--- src/rtl/alu4_seq_pkg.sv ---
// alu4_seq_pkg: shared constants, FSM states and Booth op encoding for alu4_booth_seq
package alu4_seq_pkg;

    localparam int N_BITS  = 4;
    localparam int N_STEPS = 4;

    typedef enum logic [1:0] {
        IDLE,
        CALC,
        DONE
    } state_e;

    typedef enum logic [1:0] {
        OP_NOP,
        OP_ADD,
        OP_SUB
    } booth_op_e;

    function automatic booth_op_e booth_op(input logic q0, input logic q_1);
        return ({q0, q_1} == 2'b01) ? OP_ADD : ({q0, q_1} == 2'b10) ? OP_SUB : OP_NOP;
    endfunction

endpackage

--- src/rtl/alu4_addsub.sv ---
// alu4_addsub: combinational 4-bit ripple add/sub, ovf = carry4 ^ carry3
module alu4_addsub
    import alu4_seq_pkg::*;
(
    input  logic [N_BITS-1:0] x,
    input  logic [N_BITS-1:0] y,
    input  logic              sub,
    output logic [N_BITS-1:0] s,
    output logic              ovf
);

    logic [N_BITS:0]   c;
    logic [N_BITS-1:0] yb;

    always_comb begin
        s    = '0;
        c    = '0;
        yb   = y ^ {N_BITS{sub}};
        c[0] = sub;
        for (int i = 0; i < N_BITS; i++) begin
            s[i]   = x[i] ^ yb[i] ^ c[i];
            c[i+1] = (x[i] & yb[i]) | (c[i] & (x[i] ^ yb[i]));
        end
        ovf = c[N_BITS] ^ c[N_BITS-1];
    end

endmodule

--- src/rtl/alu4_booth_seq.sv ---
// alu4_booth_seq: sequential signed 4x4 radix-2 Booth multiplier, one step per clock.
// Optional completed-product counter port op_count when ALU4_SEQ_CNT_EN is defined.
module alu4_booth_seq
    import alu4_seq_pkg::*;
(
    input  logic                clk,
    input  logic                rst_n,
    input  logic                in_valid,
    output logic                in_ready,
    input  logic [N_BITS-1:0]   a,
    input  logic [N_BITS-1:0]   b,
    output logic                out_valid,
    input  logic                out_ready,
    output logic [2*N_BITS-1:0] product
`ifdef ALU4_SEQ_CNT_EN
    ,
    output logic [7:0]          op_count
`endif
);

    state_e            state_q, state_d;
    logic [N_BITS-1:0] m_q, m_d, acc_q, acc_d, mul_q, mul_d;
    logic              q1_q, q1_d;
    logic [1:0]        cnt_q, cnt_d;
    logic              in_ready_q, in_ready_d, out_valid_q, out_valid_d;
    booth_op_e         op;
    logic [N_BITS-1:0] y, s;
    logic              ovf;

    // NOP adds zero so the single adder also passes A through with ovf=0
    assign op = booth_op(mul_q[0], q1_q);
    assign y  = (op == OP_NOP) ? '0 : m_q;

    alu4_addsub u_addsub (
        .x   (acc_q),
        .y   (y),
        .sub (op == OP_SUB),
        .s   (s),
        .ovf (ovf)
    );

    always_comb begin
        state_d = state_q;
        m_d     = m_q;
        acc_d   = acc_q;
        mul_d   = mul_q;
        q1_d    = q1_q;
        cnt_d   = cnt_q;
        case (state_q)
            IDLE: if (in_valid) begin
                m_d     = a;
                mul_d   = b;
                acc_d   = '0;
                q1_d    = 1'b0;
                cnt_d   = '0;
                state_d = CALC;
            end
            CALC: begin
                // sign corrected by ovf keeps A:Q exact when M = -8
                acc_d   = {s[N_BITS-1] ^ ovf, s[N_BITS-1:1]};
                mul_d   = {s[0], mul_q[N_BITS-1:1]};
                q1_d    = mul_q[0];
                cnt_d   = cnt_q + 2'd1;
                state_d = (cnt_q == 2'(N_STEPS - 1)) ? DONE : CALC;
            end
            DONE:    state_d = out_ready ? IDLE : DONE;
            default: state_d = IDLE;
        endcase
        in_ready_d  = (state_d == IDLE);
        out_valid_d = (state_d == DONE);
    end

    always_ff @(posedge clk or negedge rst_n) begin
        if (!rst_n) begin
            state_q     <= IDLE;
            m_q         <= '0;
            acc_q       <= '0;
            mul_q       <= '0;
            q1_q        <= 1'b0;
            cnt_q       <= '0;
            in_ready_q  <= 1'b0;
            out_valid_q <= 1'b0;
        end else begin
            state_q     <= state_d;
            m_q         <= m_d;
            acc_q       <= acc_d;
            mul_q       <= mul_d;
            q1_q        <= q1_d;
            cnt_q       <= cnt_d;
            in_ready_q  <= in_ready_d;
            out_valid_q <= out_valid_d;
        end
    end

    assign in_ready  = in_ready_q;
    assign out_valid = out_valid_q;
    assign product   = {acc_q, mul_q};

`ifdef ALU4_SEQ_CNT_EN
    logic [7:0] op_count_q, op_count_d;

    always_comb op_count_d = op_count_q + 8'(out_valid_q && out_ready);

    always_ff @(posedge clk or negedge rst_n) begin
        if (!rst_n) op_count_q <= '0;
        else        op_count_q <= op_count_d;
    end

    assign op_count = op_count_q;
`endif

endmodule

--- config.mk ---
export PLATFORM = sky130hd
export DESIGN_NAME = alu4_booth_seq
export DESIGN_NICKNAME = d
export VERILOG_FILES = /design/src/rtl/alu4_seq_pkg.sv /design/src/rtl/alu4_addsub.sv /design/src/rtl/alu4_booth_seq.sv
export SDC_FILE = /design/constraint.sdc
export NUM_CORES = 1
export LEC_CHECK = 0
export ABC_CLOCK_PERIOD_IN_PS = 7050
export CORE_UTILIZATION = 25
export CTS_BUF_LIST = sky130_fd_sc_hd__clkbuf_8 sky130_fd_sc_hd__clkbuf_16
export DETAILED_ROUTE_END_ITERATION = 12
export PLACE_DENSITY = 0.57
export SLEW_MARGIN = 20
export SYNTH_ARGS = -nofsm -noshare
export SYNTH_HDL_FRONTEND = slang
export SYNTH_HIERARCHICAL = 1
export SYNTH_SLANG_ARGS = --single-unit
--- constraint.sdc ---
create_clock -name clk -period 7.05 [get_ports clk]
set_input_delay 1.41 -clock clk [delete_from_list [all_inputs] [get_ports clk]]
set_output_delay 1.41 -clock clk [all_outputs]
set_load 0.005 [all_outputs]
# Word level (Yosys, flattened, before mapping)
# Index checks and enable logic that the tools add are counted.
# word_totals
regBits,19
inputBits,12
output_inout_bits,10
# op_classes
add_sub_neg,1
eq_ne,8
n_mux,15
bitwise_logic,23
n_reduce_logical,6
# ops
operator,count
case mux 4 bit (2 select lines),2
two-way mux 2 bit,6
two-way mux 4 bit,3
"equality test 2 bit, second input constant",5
bitwise XOR 1 bit,10
AND 1 bit,8
zero test 2 bit,3
case mux 2 bit (3 select lines),1
"equality test 2 x 1 -> 1 bit, second input constant",2
OR 1 bit,4
case mux 2 bit (2 select lines),1
AND reduction 2 bit,2
bitwise XOR 4 bit,1
"adder 2 x 1 -> 2 bit, second input constant",1
"inequality test 2 bit, second input constant",1
case mux 1 bit (2 select lines),1
nonzero test 2 bit,1
two-way mux 1 bit,1

# Depth between registers and ports, before layout
# logic_depth
ltp_word,18
ltp_mapped,11
mapped_depth_nobuf,11

# Cells and area by module
# Netlist, hierarchy kept.
# by_module_without_submodules
mod,instances,cells_per_inst,area_each_um2
alu4_booth_seq,1,70,827.0
alu4_addsub,1,14,133.9

# Worst setup path after synthesis
# Ideal clock, no wire load.
# synth_timing
path_type,reg2reg
from,register mul_q[0]
to,register acc_q[3]
arrival_ns,2.571
required_ns,6.921
slack_ns,4.349
stages_incl_launch_ff,11
synth_period_minus_slack_ns,2.701
cell_sequence,dfrtp_1 -> ha_1 -> nor2b_1 -> mux2_2 -> fa_1 -> inv_1 -> fa_1 -> fa_1 -> inv_1 -> xnor2_1 -> o21ai_0
# synth_rtl
item,line_no,text
"start, declared",alu4_booth_seq.sv:22,"logic [N_BITS-1:0] m_q, m_d, acc_q, acc_d, mul_q, mul_d;"
"start signal, assigned",alu4_booth_seq.sv:87,mul_q <= mul_d;
equality test 2 bit,alu4_seq_pkg.sv:20,"return ({q0, q_1} == 2'b01) ? OP_ADD : ({q0, q_1} == 2'b10) ? OP_SUB : OP_NOP;"
two-way mux 2 bit,alu4_seq_pkg.sv:20,
two-way mux 2 bit *,alu4_seq_pkg.sv:20,
zero test 2 bit *,alu4_booth_seq.sv:32,assign y = (op == OP_NOP) ? '0 : m_q;
two-way mux 4 bit *,alu4_booth_seq.sv:32,
net y[0],alu4_booth_seq.sv:27,"logic [N_BITS-1:0] y, s;"
bitwise XOR 4 bit *,alu4_addsub.sv:18,yb = y ^ {N_BITS{sub}};
bitwise XOR 1 bit,alu4_addsub.sv:22,c[i+1] = (x[i] & yb[i]) | (c[i] & (x[i] ^ yb[i]));
(+2 left out),n/a,
AND 1 bit *,alu4_addsub.sv:22,
OR 1 bit *,alu4_addsub.sv:22,
AND 1 bit *,alu4_addsub.sv:22,
OR 1 bit *,alu4_addsub.sv:22,
bitwise XOR 1 bit *,alu4_addsub.sv:21,s[i] = x[i] ^ yb[i] ^ c[i];
net s[3],alu4_booth_seq.sv:27,
bitwise XOR 1 bit *,alu4_booth_seq.sv:60,"acc_d = {s[N_BITS-1] ^ ovf, s[N_BITS-1:1]};"
case mux 4 bit (2 select lines) *,alu4_booth_seq.sv:49,case (state_q)
"end signal, assigned",alu4_booth_seq.sv:77,acc_q <= '0;
"end signal, assigned",alu4_booth_seq.sv:86,acc_q <= acc_d;
"end, declared",alu4_booth_seq.sv:22,
# Mark *: on every way through the listed nets, which the timed path passes. The rest lies on a longest branch.
# A chain may end at the register's enable or synchronous reset.

# Worst setup path in the final report
# Ends and elaborated chain as after synthesis.

==> results.cfg <==
[timing]
rsz0062_at_grt = no
hold_violations = 0
layout_setup_ws_ns = 4.18
max_freq_ghz = 0.349
tightest_slew_ns = 0.872
fin_crit_ns = 2.87
fin_tns_setup_ns = 0
finClkSkew_ns = 0.00338
maxSlewHeadroom_pct = 41.7
finalSetupViolCount = 0
min_period_over_period_pct = 40.7
hold_ws_ns = 0.510
maxSlewViolCount = 0

[cells_and_area]
num-fill-cells = 378
layout_commonest_cell = clkdlybuf4s50_1
regArea_um2 = 475
finish.utilization_pct = 34.6
syn2layout_area_growth_pct = 31.6
diodes = 0
drive_gt1_share_pct = 11.2
layout_common_cells = 21 x clkdlybuf4s50_1, 19 x dfrtp_1, 8 x inv_1, 7 x a22o_1, 6 x nor3_1
finish.net_count = 125
fin_cells = 155
multi_input_area_um2 = 448
fin_area_um2 = 1260

[critical_path]
rr_worst_depth = 10
crit_slowest_cell = dfrtp_1
path_class = register to register
startpoint_type = register
crit_required_ns = 7.18
slowest_delay_ns = 0.43
r2r-start = mul_q[0]
cpMostUsedCell = fa_1
crit_chain = ha_1 -> nor2b_1 -> mux2_2 -> fa_1 -> inv_1 -> fa_1 -> fa_1 -> inv_1 -> xnor2_1 -> o21ai_0
crit_fanout = 5
reg2reg_setup_slack_ns = 4.18
cp.arrival_ns = 3.00
worstReg2RegEnd = acc_q[3]
end_kind = register

[clock_tree]
htreeDepth = 1
cts-root-buf = clkbuf_8
cts.clk_slew.worst_paths_ns = 0.07
cts_max_path_buffers = 2
clock_latency_ns = 0.26
postCtsHoldBufs = 0
post_cts_buffers = 0
cts_buffers = 3
ctsResizeCount = 0
cts_tree = built
cts_sinks = 19

[worst_hold_path]
hold_class = register to register
min_path_cells = 1
holdCritStartpoint = cnt_q[0]
min_to = cnt_q[0]

[logic_synthesis]
syn-num-nets = 101
syn_inst = 84
syn_area_per_cell_um2 = 11.4
synth_warnings = 6
synth_edf_count = 0
synthArstFlopShare_pct = 100
postSynthRegisterBits = 19
ys.flop_type = dfrtp_1
synth.distinct_cells = 24
syn_area_um2 = 961
synth-seq-area-share_pct = 49.5

[drt]
drt-initial-drc-count = 43
ant_nets = 0
dr.pass1.iters = 4
wl_per_cell_um = 12.4
vias_per_cell = 4.44
routed_wl_mm = 1.92
vias = 688
drc = 0

[die]
dieArea_um2 = 4100
die_x_um = 64.0
die_h_um = 64.0
num_rows = 22
pin_count = 22
start_util_pct = 26.2
core_um2 = 3660

[grt]
antenna_found_initial = 0
grt_pass1_wl_mm = 3.35
grt_max_degree = 20
overflow = 0
grt_pass1_vias = 711
grt_use_total_pct = 10.9

[placed_design]
gp_congestion = 0.701
placed_cells = 151
port-buffer-count = 21
dp_hpwl_mm = 1.43
placement.cell_area_um2 = 1220
pre_cts_slack_ns = 4.16

[flow_run]
timing.max_cap.violations = 0

[power_and_ir_drop]
vdd_drop_max_v = 0.000409
power_density_nw_per_um2 = 545
power_leakage_nw = 0.533
total_power_uw = 690

[status]
status = finished, final reports clean
==> state kept, by name, summed over array words and instances, names as in the netlist <==
signal / count
acc_q: 4
m_q: 4
out_valid: 1
q1_q: 1
cnt_q: 2
in_ready: 1
state_q: 2
mul_q: 4
==> Yosys cell counts (2+ instances only) <==
| master | number | share of area [%] |
|---|---|---|
| ha_1 | 2 | 2.6 |
| nor2_1 | 5 | 2.0 |
| dfrtp_1 | 19 | 49 |
| nand2b_1 | 2 | 1.3 |
| xnor2_1 | 3 | 2.7 |
| inv_1 | 7 | 2.7 |
| a21oi_1 | 2 | 1.0 |
| a22o_1 | 7 | 6.4 |
| nor3_1 | 6 | 3.1 |
| nor2b_1 | 5 | 3.3 |
| nand2_1 | 2 | 0.78 |
| o22ai_1 | 3 | 2.0 |
| o21ai_0 | 2 | 1.0 |
| mux2_2 | 5 | 5.9 |
| xor2_1 | 3 | 2.7 |
| fa_1 | 3 | 6.3 |
==> report_power, final <==
part / internal (mW) / switching [mW] / leakage (nW) / total (mW)
clock network: 0.0387 / 0.0357 / 0.0269 / 0.0744
registers: 0.166 / 0.0457 / 0.230 / 0.212
logic: 0.223 / 0.181 / 0.276 / 0.404
==> logic make-up (layout without fill, tap and decap cells) <==
kind of cell / after synthesis / in the layout / share of synthesized area (%)
xor gates and xnor gates: 6 / 6 / 5.47
AOI/OAI and AO/OA: 17 / 17 / 13.3
DFF: 19 / 19 / 49.5
adders and majority gates: 5 / 5 / 8.85
and+or+nand+nor: 23 / 23 / 13.2
buffers and inverters: 9 / 32 / 3.91
muxes: 5 / 5 / 5.86
==> worst max-delay path, delay by kind of cell (launching register included) <==
family                   cells  cell delay, ns
buffers and inverters        2            0.16
XOR/XNOR                     1            0.11
AO/OA/AOI/OAI                1            0.09
AND/OR/NAND/NOR              1            0.21
multiplexers                 1            0.36
flip-flops                   1            0.43
adder cells (fa/ha/maj)      4            1.37
==> final cells by class <==
type,count,area share (%)
Timing Repair Buffer,21,16.6
Inverter,7,2.08
Tap cell,48,4.75
Multi-Input combinational cell,56,35.4
Sequential cell,19,37.6
Clock buffer,3,3.26
Clock inverter,1,0.297
==> per-layer routing <==
metal  GRT usage, %  vias to the layer above  share of wire (%)
met1           13.3                      331                 47
li1               -                      333                  -
met3           4.29                        5                5.4
met4           3.41                        0                1.2
met2           17.7                       19                 46
met5              0                        -                  0
==> worst max path at each step <==
stage	startpoint	end	cells after the start
2_1_floorplan	mul_q[0]	acc_q[3]	10
3_3_place_gp	mul_q[0]	acc_q[3]	10
3_5_place_dp	mul_q[0]	acc_q[3]	10
4_1_cts	mul_q[0]	acc_q[3]	10
5_1_grt	mul_q[0]	acc_q[3]	10
6_report	mul_q[0]	acc_q[3]	10
Note: power is estimated with default switching activity, not from simulation.
==> edit 1, RTL diff (config.mk and constraints unchanged) <==
The package constant `N_BITS` goes from 4 to 6.
--- a/src/rtl/alu4_seq_pkg.sv
+++ b/src/rtl/alu4_seq_pkg.sv
@@ -1,7 +1,7 @@
 // alu4_seq_pkg: shared constants, FSM states and Booth op encoding for alu4_booth_seq
 package alu4_seq_pkg;
 
-    localparam int N_BITS  = 4;
+    localparam int N_BITS  = 6;
     localparam int N_STEPS = 4;
 
     typedef enum logic [1:0] {
Interface: changed (resized a, b and product); port bits go from 22 to 30. No check against the original RTL was run, so the function may have changed too.
==> edit 1 against the original RTL <==
- worst setup slack got worse by 0.83 ns
- die area rose by 37%
- area after synthesis rose by 38%
- sequential cell count rose by 6
- cell area rose by 35%
- wire length rose by 32%
- highest routed layer unchanged
- total power rose by 36%
- critical endpoint is now acc_q[5]
- largest power group unchanged
- maximum frequency fell by 22%
- via count rose by 24%
==> edit 1: results (changes against the original RTL) <==
- Max VDD drop: 139 uV (-66%)
- Pin count of the biggest net entering global routing: 26 (+30%)
- Tightest Hold Check Type: reg2reg
- DP Area: 1660 um2 (+36%)
- Clock-pin slew of the registers on the worst-case setup and hold paths: 0.10 ns (+0.03 ns)
- Synth cell types: 23 (-4.2%)
- Vias in the first global route: 859 (+21%)
- Register area: 626 um2 (+32%)
- Hpwl dp: 1960 um (+37%)
- Leakage Power: 0.703 nW (+32%)
- Final Skew: 0.00770 ns (+0.00432 ns)
- WP data arrival: 3.86 ns (+0.86 ns)
- Top post-synthesis cells by area: dfrtp_1, fa_1, a22o_1, mux2_2, o221a_2
- Post-synthesis sequential area ratio: 47.1% (-2.4 points)
- GRT Util Overall: 10.6% (-0.36 points)
- Iteration-0 DRC Markers: 23 (-47%)
- Cells after synthesis: 102 (+21%)
- # fillers: 528 (+40%)
- Global-route wire length before repair: 4350 um (+30%)
- Crit path launch: mul_q[0]
- Fraction of layout cells with a size suffix above 1: 15.5% (+4.3 points)
- Syn nets: 125 (+24%)
- Critical path fanouts, max: 6 (+1)
- Worst path max stage delay: 0.45 ns (+0.02 ns)
- Most frequent cells after synthesis: dfrtp_1, a22o_1, inv_1
- Largest registers: acc_q (6), m_q (6), mul_q (6)
- R2R cell count: 12 (+2)
- WL/cell: 12.8 um (+2.8%)
- Flop2flop setup slack: 3.35 ns (-0.83 ns)
- Crit Reg-Reg Endpoint: acc_q[5]
- Final std cells w/o fill: 199 (+28%)
- Layout Nets: 153 (+22%)
- Worst-Margin Slew: 0.556 ns (-0.316 ns)
- Outcome: complete, no violations
- Count of input and output buffers: 29 (+38%)
- GPL Wtd Cong: 0.753 (+7.4%)
- Avg Vias per Cell: 4.30 (-3.2%)
- Max stage delay cell, worst path: fa_1
==> edit 1: where the power goes <==
group          total (mW)  internal (mW)  switching [mW]
clock              0.0898         0.0414          0.0484
combinational       0.566          0.318           0.248
sequential          0.283          0.218          0.0645
==> edit 1: cell type report <==
type,count,area share [%]
Timing Repair Buffer,29,16.8
Clock buffer,3,2.42
Inverter,10,2.20
Multi-Input combinational cell,61,36.2
Clock inverter,1,0.514
Tap cell,70,5.14
Sequential cell,25,36.7
==> edit 1: per-layer routing <==
| layer | part of all wire [%] | GRT usage (%) | vias up |
|---|---|---|---|
| li1 | - | - | 415 |
| met1 | 46 | 14.4 | 422 |
| met2 | 49 | 16.5 | 14 |
| met3 | 2.4 | 1.47 | 4 |
| met4 | 2.0 | 5.45 | 0 |
| met5 | 0 | 0 | - |
==> edit 1: through the flow <==
step	setup WS (ns)	power [mW]	hold slack (ns)
3_5_place_dp	3.34	0.862	0.474
5_1_grt	3.18	1.04	0.504
2_1_floorplan	3.52	0.711	0.450
3_3_place_gp	3.43	0.840	0.465
4_1_cts	3.31	0.955	0.498
6_report	3.35	0.938	0.492
==> edit 1: worst min-delay path by stage <==
stage,from,to,slack [ns]
finish,cnt_q[0],cnt_q[0],0.49
global route,cnt_q[0],cnt_q[0],0.50
CTS,m_q[0],m_q[0],0.50
detailed placement,m_q[0],m_q[0],0.47
global placement,cnt_q[0],cnt_q[0],0.47
floorplan,m_q[0],m_q[0],0.45
==> edit 1: cell families (layout without fill, tap and decap cells) <==
logic type	Yosys count	after routing	share of synthesized area, %
and+or+nand+nor	18	18	11.0
buffers and inverters	16	43	6.41
DFF	25	25	47.1
muxes	8	8	6.69
xor gates and xnor gates	8	8	5.28
AOI/OAI and AO/OA	20	20	14.0
adders and majority gates	7	7	9.43
==> edit 2, RTL diff (same flow settings) <==
Made on the original files. `m_q` no longer has a reset.
--- a/src/rtl/alu4_booth_seq.sv
+++ b/src/rtl/alu4_booth_seq.sv
@@ -73,7 +73,6 @@
     always_ff @(posedge clk or negedge rst_n) begin
         if (!rst_n) begin
             state_q     <= IDLE;
-            m_q         <= '0;
             acc_q       <= '0;
             mul_q       <= '0;
             q1_q        <= 1'b0;
@@ -82,7 +81,6 @@
             out_valid_q <= 1'b0;
         end else begin
             state_q     <= state_d;
-            m_q         <= m_d;
             acc_q       <= acc_d;
             mul_q       <= mul_d;
             q1_q        <= q1_d;
@@ -90,6 +88,10 @@
             in_ready_q  <= in_ready_d;
             out_valid_q <= out_valid_d;
         end
+    end
+
+    always_ff @(posedge clk) begin
+        m_q <= m_d;
     end
 
     assign in_ready  = in_ready_q;
Function: no difference found for any inputs over 10 cycles, from zero or initial values and one cycle with rst_n low; that may be too few to reach the edited logic, so the function may still have changed.
==> edit 2 against the original RTL <==
- via count decreased by 5.1%
- worst setup slack improved by 0.040 ns
- cell area decreased by 2.6%
- sequential cell count unchanged
- area after synthesis decreased by 3.1%
- critical path depth unchanged
- wire length decreased by 12%
- final cell count decreased by 3.9%
- total power decreased by 6.6%
==> edit 2: results (changes against the original RTL) <==
- Count of input and output buffers: 21 (unchanged)
- GPL Wtd Cong: 0.744 (+6.1%)
- # fillers: 344 (-9.0%)
- Met3 Routed Length: 109 um (+4.8%)
- Most frequent cells after synthesis: dfrtp_1, a22o_1, inv_1
- Outcome: complete, no violations
- Cells after synthesis: 80 (-4.8%)
- Adder-Cell Fraction of Synth Area: 9.14% (+0.29 points)
- Iteration-0 DRC Markers: 25 (-42%)
- Post-synthesis sequential area ratio: 53.2% (+3.7 points)
- Clock Path Buffers: 2 (unchanged)
- Clock tree root driver cell: clkbuf_8
- Met2 Resource Use GR: 15.2% (-2.5 points)
- Met1 GRT Util: 11.8% (-1.5 points)
- Met1 WL: 790 um (-12%)
- WL/cell: 11.3 um (-8.6%)
- Pin count of the biggest net entering global routing: 16 (-20%)
- Top post-synthesis cells by area: dfrtp_1, edfxtp_1, a22o_1, fa_1, nor2b_1
- Final Skew: 0.000474 ns (-0.00291 ns)
- Final std cells w/o fill: 149 (-3.9%)
- Crit path time final: 2.83 ns (-0.0395 ns)
- Mux cell area share after synthesis: 1.21% (-4.6 points)
- Fraction of layout cells with a size suffix above 1: 7.77% (-3.4 points)
- Met3 Use GR: 4.56% (+0.28 points)
- Gr ovfl total: 0 (unchanged)
- Global-route wire length before repair: 3000 um (-10%)
- Max VDD drop: 159 uV (-61%)
- Hold Crit Depth: 1 (unchanged)
- Synth cell types: 25 (+4.2%)
- Worst path max stage delay: 0.43 ns (about the same)
- Hold Vio Cnt, Final: 0 (unchanged)
- Tightest Hold Check Type: reg2reg
- Layout Nets: 121 (-3.2%)
- Post-synth EDFFs: 4 (+4)
- Hpwl dp: 1340 um (-6.7%)
- Worst r2r src: mul_q[0]
- Vias in the first global route: 641 (-9.8%)
- Synth Area in Compound Gates: 13.7% (+0.43 points)
- Post-synthesis xor/xnor area fraction: 5.65% (+0.18 points)
- Met2 routed WL: 780 um (-13%)
- Ys async rst share: 78.9% (-21 points)
- Register area: 495 um2 (+4.2%)
- Syn nets: 97 (-4.0%)
- Internal power: 0.401 mW (-6.2%)
- Via count: 653 (-5.1%)
- Worst-Margin Slew: 0.658 ns (-0.214 ns)
- DP Area: 1190 um2 (-2.8%)
- Leakage Power: 0.503 nW (-5.7%)
- WHS: 0.500 ns (-0.0102 ns)
- GRT Util Overall: 9.57% (-1.4 points)
## edit 2: power groups by stage
stage,Sequential [mW],Combinational [mW],Clock (mW)
global route,0.212,0.425,0.0804
floorplan,0.196,0.272,0
detailed placement,0.206,0.372,0
finish,0.203,0.368,0.0734
global placement,0.204,0.363,0
CTS,0.205,0.373,0.0748
## edit 2: logic make-up (layout without fill, tap and decap cells)
kind of cell / count (synthesis) / after routing
and+or+nand+nor: 23 / 23
DFF: 19 / 19
AOI/OAI and AO/OA: 17 / 17
buffers and inverters: 9 / 32
xor gates and xnor gates: 6 / 6
adders and majority gates: 5 / 5
muxes: 1 / 1
## edit 2: layout make-up
| cell class | count | share of cell area [%] |
|---|---|---|
| well taps | 46 | 4.67 |
| clock buffers | 3 | 3.35 |
| flip-flops and latches | 19 | 40.2 |
| repair buffers | 21 | 17.1 |
| inverters | 7 | 2.13 |
| multi-input cells | 52 | 32.2 |
| clock inverters | 1 | 0.406 |
